`src/rtl/mult_share_sched_pkg.sv`:
```
// mult_share_pkg: shared definitions for the multiplier-sharing scheduler.
//   state_t  - scheduler FSM encoding (IDLE=0, GRANT=1, START=2, WAIT=3, RESP=4)
//   prod_w() - product width for a given operand width
package mult_share_pkg;

    typedef enum logic [2:0] {
        S_IDLE  = 3'd0,
        S_GRANT = 3'd1,
        S_START = 3'd2,
        S_WAIT  = 3'd3,
        S_RESP  = 3'd4
    } state_t;

    function automatic int prod_w(input int w);
        return 2 * w;
    endfunction

endpackage

```
`src/rtl/mult_share_sched_if.sv`:
```
// mult_share_sched_if: requester bus plus multiplier control bus of the scheduler.
//   Requester side : req, op_a, op_b (to scheduler); gnt, rsp_valid, result,
//                    rsp_err, busy (from scheduler)
//   Multiplier side: mul_start, mul_a, mul_b, mul_clr (from scheduler);
//                    mul_done, mul_product (to scheduler)
//   slave  modport : the scheduler
//   master modport : the environment (requesters + multiplier)
interface mult_share_sched_if
    import mult_share_pkg::*;
#(
    parameter int NREQ = 4,
    parameter int W    = 8
);
    logic [NREQ-1:0]      req;
    logic [NREQ*W-1:0]    op_a;
    logic [NREQ*W-1:0]    op_b;
    logic [NREQ-1:0]      gnt;
    logic [NREQ-1:0]      rsp_valid;
    logic [prod_w(W)-1:0] result;
    logic                 rsp_err;
    logic                 busy;
    logic                 mul_start;
    logic [W-1:0]         mul_a;
    logic [W-1:0]         mul_b;
    logic                 mul_done;
    logic [prod_w(W)-1:0] mul_product;
    logic                 mul_clr;

    modport slave (
        input  req, op_a, op_b, mul_done, mul_product,
        output gnt, rsp_valid, result, rsp_err, busy,
               mul_start, mul_a, mul_b, mul_clr
    );

    modport master (
        output req, op_a, op_b, mul_done, mul_product,
        input  gnt, rsp_valid, result, rsp_err, busy,
               mul_start, mul_a, mul_b, mul_clr
    );
endinterface

```
`src/rtl/mult_share_sched_rr_pick.sv`:
```
// rr_pick: combinational round-robin picker.
//   req     - request vector
//   ptr     - index of the last requester served; search starts at ptr+1
//   win     - one-hot winner (zero when nothing requests)
//   win_idx - winner index
//   any     - at least one request present
module rr_pick #(
    parameter int NREQ  = 4,
    parameter int IDX_W = 2
) (
    input  logic [NREQ-1:0]  req,
    input  logic [IDX_W-1:0] ptr,
    output logic [NREQ-1:0]  win,
    output logic [IDX_W-1:0] win_idx,
    output logic             any
);
    always_comb begin
        logic [IDX_W-1:0] cand;
        cand    = '0;
        win     = '0;
        win_idx = '0;
        any     = 1'b0;
        // Walk the requesters in priority order; the first hit wins.
        for (int k = 1; k <= NREQ; k++) begin
            cand = IDX_W'((int'(ptr) + k) % NREQ);
            if (!any && req[cand]) begin
                any     = 1'b1;
                win_idx = cand;
            end
        end
        if (any) begin
            win[win_idx] = 1'b1;
        end
    end
endmodule

```
`src/rtl/mult_share_sched.sv`:
```
// mult_share_sched: round-robin scheduler sharing one sequential multiplier
// among NREQ requesters.
//   clk   - clock, rising edge
//   reset - asynchronous, active-high
//   bus   - mult_share_sched_if.slave: requester bus (req/op_a/op_b in,
//           gnt/rsp_valid/result/rsp_err/busy out) and multiplier control
//           (mul_start/mul_a/mul_b/mul_clr out, mul_done/mul_product in)
// Flow: IDLE -> GRANT -> START -> WAIT -> RESP -> IDLE. Outputs are decoded
// from the state register; a watchdog aborts WAIT after TIMEOUT cycles.
module mult_share_sched
    import mult_share_pkg::*;
#(
    parameter int NREQ    = 4,
    parameter int W       = 8,
    parameter int TIMEOUT = 255
) (
    input logic              clk,
    input logic              reset,
    mult_share_sched_if.slave bus
);
    localparam int IDX_W = $clog2(NREQ);
    localparam int WD_W  = $clog2(TIMEOUT + 1);
    localparam int PW    = prod_w(W);
    localparam logic [WD_W-1:0]  WD_LAST  = WD_W'(TIMEOUT - 1);
    localparam logic [IDX_W-1:0] PTR_INIT = IDX_W'(NREQ - 1);

    state_t            state;
    state_t            state_nxt;
    logic [IDX_W-1:0]  owner;
    logic [NREQ-1:0]   owner_1h;
    logic [IDX_W-1:0]  ptr;
    logic [W-1:0]      a_q;
    logic [W-1:0]      b_q;
    logic [PW-1:0]     result_q;
    logic              err_q;
    logic [WD_W-1:0]   wd;
    logic              wd_expired;

    logic [NREQ-1:0]   win;
    logic [IDX_W-1:0]  win_idx;
    logic              any;

    rr_pick #(
        .NREQ  (NREQ),
        .IDX_W (IDX_W)
    ) u_pick (
        .req     (bus.req),
        .ptr     (ptr),
        .win     (win),
        .win_idx (win_idx),
        .any     (any)
    );

    assign wd_expired = (wd == WD_LAST);

    always_ff @(posedge clk or posedge reset) begin
        if (reset) begin
            state <= S_IDLE;
        end else begin
            state <= state_nxt;
        end
    end

    // Next state and Moore output decode.
    always_comb begin
        state_nxt     = state;
        bus.gnt       = '0;
        bus.rsp_valid = '0;
        bus.rsp_err   = 1'b0;
        bus.busy      = (state != S_IDLE);
        bus.mul_start = 1'b0;
        bus.mul_clr   = 1'b0;
        unique case (state)
            S_IDLE:  if (any) state_nxt = S_GRANT;
            S_GRANT: begin
                bus.gnt   = owner_1h;
                state_nxt = S_START;
            end
            S_START: begin
                bus.mul_start = 1'b1;
                state_nxt     = S_WAIT;
            end
            // Done has priority over a simultaneous watchdog expiry.
            S_WAIT:  if (bus.mul_done || wd_expired) state_nxt = S_RESP;
            S_RESP: begin
                bus.rsp_valid = owner_1h;
                bus.rsp_err   = err_q;
                bus.mul_clr   = 1'b1;
                state_nxt     = S_IDLE;
            end
            default: state_nxt = S_IDLE;
        endcase
    end

    // Owner/operand capture, watchdog, result and pointer registers.
    always_ff @(posedge clk or posedge reset) begin
        if (reset) begin
            owner    <= '0;
            owner_1h <= '0;
            ptr      <= PTR_INIT;
            a_q      <= '0;
            b_q      <= '0;
            result_q <= '0;
            err_q    <= 1'b0;
            wd       <= '0;
        end else begin
            unique case (state)
                S_IDLE: begin
                    if (any) begin
                        owner    <= win_idx;
                        owner_1h <= win;
                        a_q      <= bus.op_a[win_idx*W +: W];
                        b_q      <= bus.op_b[win_idx*W +: W];
                    end
                end
                S_START: wd <= '0;
                S_WAIT: begin
                    if (bus.mul_done) begin
                        result_q <= bus.mul_product;
                        err_q    <= 1'b0;
                    end else if (wd_expired) begin
                        result_q <= '0;
                        err_q    <= 1'b1;
                    end else begin
                        wd <= wd + 1'b1;
                    end
                end
                // The pointer moves only once the job has completed.
                S_RESP: ptr <= owner;
                default: ;
            endcase
        end
    end

    assign bus.result = result_q;
    assign bus.mul_a  = a_q;
    assign bus.mul_b  = b_q;
endmodule

```
`src/flat_wrapper.sv`:
```
// flat-port wrapper written by rule: the top's interface ports become plain ports
module mult_share_sched_flat import mult_share_pkg::*;
#(
    parameter int NREQ    = 4,
    parameter int W       = 8,
    parameter int TIMEOUT = 255
)
  (clk, reset, bus_req, bus_op_a, bus_op_b, bus_mul_done, bus_mul_product, bus_gnt, bus_rsp_valid, bus_result, bus_rsp_err, bus_busy, bus_mul_start, bus_mul_a, bus_mul_b, bus_mul_clr);
  mult_share_sched_if #(.NREQ(NREQ), .W(W)) bus_i ();
  input logic clk;
  input logic reset;
  input wire logic [$bits(bus_i.req)-1:0] bus_req;
  input wire logic [$bits(bus_i.op_a)-1:0] bus_op_a;
  input wire logic [$bits(bus_i.op_b)-1:0] bus_op_b;
  input wire logic [$bits(bus_i.mul_done)-1:0] bus_mul_done;
  input wire logic [$bits(bus_i.mul_product)-1:0] bus_mul_product;
  output wire logic [$bits(bus_i.gnt)-1:0] bus_gnt;
  output wire logic [$bits(bus_i.rsp_valid)-1:0] bus_rsp_valid;
  output wire logic [$bits(bus_i.result)-1:0] bus_result;
  output wire logic [$bits(bus_i.rsp_err)-1:0] bus_rsp_err;
  output wire logic [$bits(bus_i.busy)-1:0] bus_busy;
  output wire logic [$bits(bus_i.mul_start)-1:0] bus_mul_start;
  output wire logic [$bits(bus_i.mul_a)-1:0] bus_mul_a;
  output wire logic [$bits(bus_i.mul_b)-1:0] bus_mul_b;
  output wire logic [$bits(bus_i.mul_clr)-1:0] bus_mul_clr;
  assign bus_i.req = bus_req;
  assign bus_i.op_a = bus_op_a;
  assign bus_i.op_b = bus_op_b;
  assign bus_i.mul_done = bus_mul_done;
  assign bus_i.mul_product = bus_mul_product;
  assign bus_gnt = bus_i.gnt;
  assign bus_rsp_valid = bus_i.rsp_valid;
  assign bus_result = bus_i.result;
  assign bus_rsp_err = bus_i.rsp_err;
  assign bus_busy = bus_i.busy;
  assign bus_mul_start = bus_i.mul_start;
  assign bus_mul_a = bus_i.mul_a;
  assign bus_mul_b = bus_i.mul_b;
  assign bus_mul_clr = bus_i.mul_clr;
  mult_share_sched #(.NREQ(NREQ), .W(W), .TIMEOUT(TIMEOUT)) u_core (.clk(clk), .reset(reset), .bus(bus_i));
endmodule
```
`config.mk`:
```
export PLATFORM = sky130hd
export DESIGN_NAME = mult_share_sched_flat
export DESIGN_NICKNAME = d
export VERILOG_FILES = /design/src/rtl/mult_share_sched_pkg.sv /design/src/rtl/mult_share_sched_if.sv /design/src/rtl/mult_share_sched_rr_pick.sv /design/src/rtl/mult_share_sched.sv /design/src/flat_wrapper.sv
export SDC_FILE = /design/constraint.sdc
export NUM_CORES = 1
export LEC_CHECK = 0
export CELL_PAD_IN_SITES_DETAIL_PLACEMENT = 0
export CELL_PAD_IN_SITES_GLOBAL_PLACEMENT = 1
export CORE_ASPECT_RATIO = 1.1
export CORE_MARGIN = 4
export CORE_UTILIZATION = 31
export CTS_BUF_LIST = sky130_fd_sc_hd__clkbuf_8 sky130_fd_sc_hd__clkbuf_16
export DETAILED_ROUTE_END_ITERATION = 8
export PLACE_DENSITY_LB_ADDON = 0.3
export SLEW_MARGIN = 0
export SYNTH_ARGS = -nofsm -noshare
export SYNTH_HDL_FRONTEND = slang
export SYNTH_SLANG_ARGS = --single-unit
```
`constraint.sdc`:
```
create_clock -name clk -period 2.32 [get_ports clk]
set_input_delay 0.464 -clock clk [delete_from_list [all_inputs] [get_ports clk]]
set_output_delay 0.464 -clock clk [all_outputs]
set_load 0.02 [all_outputs]
```
==> Yosys cells after proc, flatten, opt, wreduce, memory -nomap -nowiden <==
Index checks and enable logic that the tools add are counted.
{ "word_totals": {"mem_bits_rw": 0, "memories": 0, "latchBits": 0, "ff_bits": 52, "wordCells": 80, "input_bits": 87, "mem_bits_ro": 0} }
{ "op_classes": {"reduce_logical": 16, "n_div": 0, "order_cmp": 6, "eq_ne": 9, "mux": 33, "n_addsub": 5, "n_mul": 0, "bitwise": 0, "n_shift": 2} }
{ "ops": {"columns": ["cell", "count"], "rows": [
  ["$shiftx A32 B6 Y8", 2],
  ["$mux W16", 2],
  ["$mux W8", 2],
  ["$pmux W8 S2", 1],
  ["$lt A2 B3 Y1 const B", 5],
  ["$mux W1", 14],
  ["$pmux W3 S4", 1],
  ["$add A8 B1 Y8 const B", 1],
  ["$bmux W1 S2", 4],
  ["$eq A8 B8 Y1 const B", 1],
  ["$mux W2", 4],
  ["$mux W4", 2],
  ["$eq A3 B2 Y1 const B", 2],
  ["$mux W3", 2],
  ["$reduce_and A2 Y1", 3],
  ["$add A2 B1 Y2 const B", 2],
  ["$add A2 B2 Y2 const B", 2],
  ["$logic_and A1 B1 Y1", 4],
  ["$ne A2 B1 Y1 const B", 2],
  ["$ne A2 B2 Y1 const B", 2],
  ["$reduce_bool A2 Y1", 2],
  ["$eq A3 B1 Y1 const B", 1],
  ["$eq A3 B3 Y1 const B", 1],
  ["$logic_not A1 Y1", 3],
  ["6 further kinds", 6]
]} }

==> Depth between registers and ports, before layout <==
Gate-level depths: netlist of the first run.
{ "logic_depth": {"ltp_word": 17, "mapped_depth": 8} }

==> By module <==
From an unflattened synthesis of the first run, not the netlist that was laid out.
{ "unflattened": {"cells_unflattened": 224, "area_unflattened_um2": 2851.5} }
{ "by_module_without_submodules": {"columns": ["mod", "cells_each", "n_inst", "area_each_um2"], "rows": [
  ["mult_share_sched", 190, 1, 2628.8],
  ["rr_pick", 34, 1, 222.7]
]} }

==> Worst setup path after synthesis of the first run <==
No wires, ideal clock.
{ "synth_path": {"kind": "register to output", "start": "reg u_core.state[2]", "end": "out bus_rsp_err", "path_slack_ns": 0.445, "stages_incl_launch_ff": 4, "path_buffers": 1, "t_arrival_ns": 1.411, "path_cell_list": "dfrtp_1 > clkbuf_1 > nor3b_2 > and2_1"} }
{ "synth_via": {"elab_chain_len": 2} }
{ "synth_rtl": {"columns": ["item", "line_no", "source"], "rows": [
  ["start, declared", "mult_share_sched.sv:27", "state_t state;"],
  ["start signal, assigned", "mult_share_sched.sv:60", "state <= state_nxt;"],
  ["$eq A3 B3 Y1", "mult_share_sched.sv:73", "unique case (state)"],
  ["$mux W1", "mult_share_sched.sv:73", null],
  ["end, declared", "flat_wrapper.sv:20", "output wire logic [$bits(bus_i.rsp_err)-1:0] bus_rsp_err;"]
]} }
No other way between the ends.

==> Worst setup path in the final report of the first run <==
{ "layout_path": {"start": "reg u_core.state[1]", "end": "out bus_mul_clr"} }
{ "layout_via": {"elab_chain_len": 2} }
{ "layout_rtl": {"columns": ["item", "line_no", "source"], "rows": [
  ["$eq A3 B3 Y1", "mult_share_sched.sv:73", null],
  ["$mux W1", "mult_share_sched.sv:73", null],
  ["end, declared", "flat_wrapper.sv:25", "output wire logic [$bits(bus_i.mul_clr)-1:0] bus_mul_clr;"]
]} }
No other way between the ends.

==> impl_metrics.ini, run 1 <==
[outcome]
outcome = complete, no violations

[synth]
synth.net_count = 350
synth_warnings = 0
synth_edf_count = 0
ys_top_cells_by_area = dfrtp_1 (45%), mux2i_1 (6.1%), a22o_1 (5.6%), nor2_1 (3.9%), a221oi_2 (3.8%)
synth.avg_cell_area_sq_um = 10.7
ys_ff_latch = 52
synth_top_area_share = 0.448
async_flop_share = 1.00
yosys.area.top_type = dfrtp_1
syn-cell-area_sq_um = 2790
ys_seq_area_frac = 0.467
synth_ff_type = dfrtp_1
postSynthCellCount = 261
synth.distinct_cells = 50
synthTopCellsByCount = dfrtp_1 (50), nor2_1 (29), a22o_1 (18)
yosysMostFrequentCell = dfrtp_1

[global_route]
overflow = 0
antenna_found_initial = 0
grt_use_met3 = 0.0486
grt_usage = 0.156
grt_max_degree = 28
grt_pass1_wl_mm = 13.3
grtUsageMet1 = 0.188
grt_pass1_vias = 2762
top_usage_layer = met2
met2_usage = 0.265

[critical_path]
r2r-end = u_core.bus.mul_b[0]
endpoint_kind = primary output
reg2reg_from = u_core.ptr[1]
setup.worst_path.start_class = register
max_stage_delay_ns = 0.66
cp_cell_sequence = nor3b_4, clkdlybuf4s50_1
cp_data_arrival_time_ns = 1.76
worst-path-max-fanout = 9
cp_slowest_cell = clkdlybuf4s50_1
r2r_slack_ns = 0.34
criticalPathCategory = register to primary output
cp.required_ns = 1.86
worst-r2r-cell-count = 5

[timing]
fin_crit_sh = 0.958
tns_ns = 0
hold_violations = 0
tightest_slew_ns = 0.665
slew_violations = 0
rsz0062_at_grt = no
min_period_ns = 2.22
finalClockSkew_ns = 0.00806
holdWs_ns = 0.454
slew_headroom = 0.556
setup_viol = 0
fmax_ghz = 0.450

[detailed_routing]
detail-route-antenna-nets = 0
viasPerCell = 4.95
drt-pass1-iter-count = 4
drc = 0
wl_mm = 8.16
drt_iter0_markers = 93
num_vias = 2563
wl_per_cell_um = 15.7

[placement]
place_congestion = 0.829
dpl_cell_area_sq_um = 4350
place.port_buffers = 130
hpwl_mm = 6.26

[clock_tree]
clk_latency_ns = 0.30
cts_setup_buffers = 0
cts.htree.levels = 2
clkSlewWorstSetupHoldPaths_ns = 0.10
clockBufferDepth = 2
numCtsBuffers = 5
cts_tree = yes
clkSinkCount = 52
ctsHoldBuffers = 0
root_buffer = clkbuf_8

[final_layout]
syn2layout_area_growth_pct = 58.7
final_area_sq_um = 4430
nNetsFinal = 493
final_util = 0.502
num-fill-cells = 836
drive_gt1_frac = 0.141
antenna_cells = 0

[floorplan]
num_rows = 36
die_area_sq_um = 10600
core_sq_um = 8830
io_pins = 131
start_util = 0.316
die_x_um = 98.5
die_height_um = 108

[run]
maxCapViolCount = 0

[power_and_ir_drop]
p_leak_nw = 1.95
power_density_nw_per_um2 = 1080
vdd_drop_max_uv = 532
totalPowerFinal_mw = 4.81

[hold_path]
hold_path_class = input port to asynchronous set/reset pin
metal layers:
layer / part of all wire / vias up
met5: 0 / -
li1: - / 1246
met1: 0.43 / 1213
met3: 0.080 / 9
met4: 0.013 / 0
met2: 0.48 / 95
cells by family (layout without fill, tap and decap cells):
group / count (synthesis) / after routing / share of synthesized area
AND/OR/NAND/NOR: 92 / 92 / 0.179
AO/OA/AOI/OAI: 68 / 68 / 0.218
flip-flops: 52 / 52 / 0.467
buffers and inverters: 23 / 166 / 0.0430
multiplexers: 18 / 18 / 0.0650
XOR/XNOR: 6 / 6 / 0.0188
adder cells (fa/ha/maj): 2 / 2 / 0.00896
report_power, final:
group	total [mW]	switching, mW	internal (mW)
combinational	2.75	1.39	1.36
clock	0.499	0.297	0.202
sequential	1.56	0.271	1.29
total	4.81	1.96	2.85
flip-flops by register name, indices dropped and copies added (netlist names):
signal	count
u_core.bus.mul_b	8
u_core.owner_1h	4
u_core.bus.result	16
u_core.owner	2
u_core.ptr	2
u_core.wd	8
u_core.bus.mul_a	8
u_core.err_q	1
u_core.state	3
cell type report:
cell class              count  area (sq um)  share of cell area
flip-flops and latches     52          1310               0.294
multi-input cells         186          1390               0.313
clock inverters             2          8.76             0.00198
clock buffers               5          68.8              0.0155
inverters                   7          26.3             0.00593
repair buffers            152          1490               0.337
well taps                 114           143              0.0322
worst max path at each step:
stage / slack [ns] / end / cells after the start / from
after detailed placement: -0.27 / u_core.bus.mul_b[0] / 5 / bus_req[3]
after global placement: -0.19 / u_core.bus.mul_a[6] / 5 / bus_req[3]
after floorplan: 0.44 / bus_rsp_err / 3 / u_core.state[2]
after CTS: 0.08 / u_core.bus.mul_b[0] / 5 / bus_req[3]
final: 0.1 / bus_mul_clr / 2 / u_core.state[1]
after global routing: 0.03 / bus_mul_clr / 2 / u_core.state[1]
cell usage in the layout (no fill, tap or decap), drive strengths merged, types with 4 or more instances in the layout:
cell and count:
dfrtp 50, nor2 29, clkbuf 5, mux2i 17, inv 8, buf 22, dlygate4sd2 10, nand3 4
and3 16, a22o 18, o21ai 8, and2 10, nand2 16, a211oi 15, clkdlybuf4s50 119, a221oi 16
stage by stage:
step | std cells | worst slack (ns)
finish | 518 | 0.0981
global route | 518 | 0.0347
CTS | 518 | 0.0799
detailed placement | 511 | -0.274
global placement | 511 | -0.190
floorplan | 261 | 0.445
critical path: cells and delay by family (launching register included):
kind          cells  cell delay [ns]
flops             1             0.49
buf+inv           1             0.66
simple gates      1             0.30
what timing repair did:
item                                    CTS  global route
pin swaps                                 0             0
gates resized for setup                  13             2
endpoints found under the setup margin   10            15
Power figures use the tool's default switching activity.
==> inputs of run 2 (changes only) <==
- TNS_END_PERCENT: unset -> 50
==> results of run 2 <==
Same layout as run 1: the final DEF is identical, and so are final timing and power.
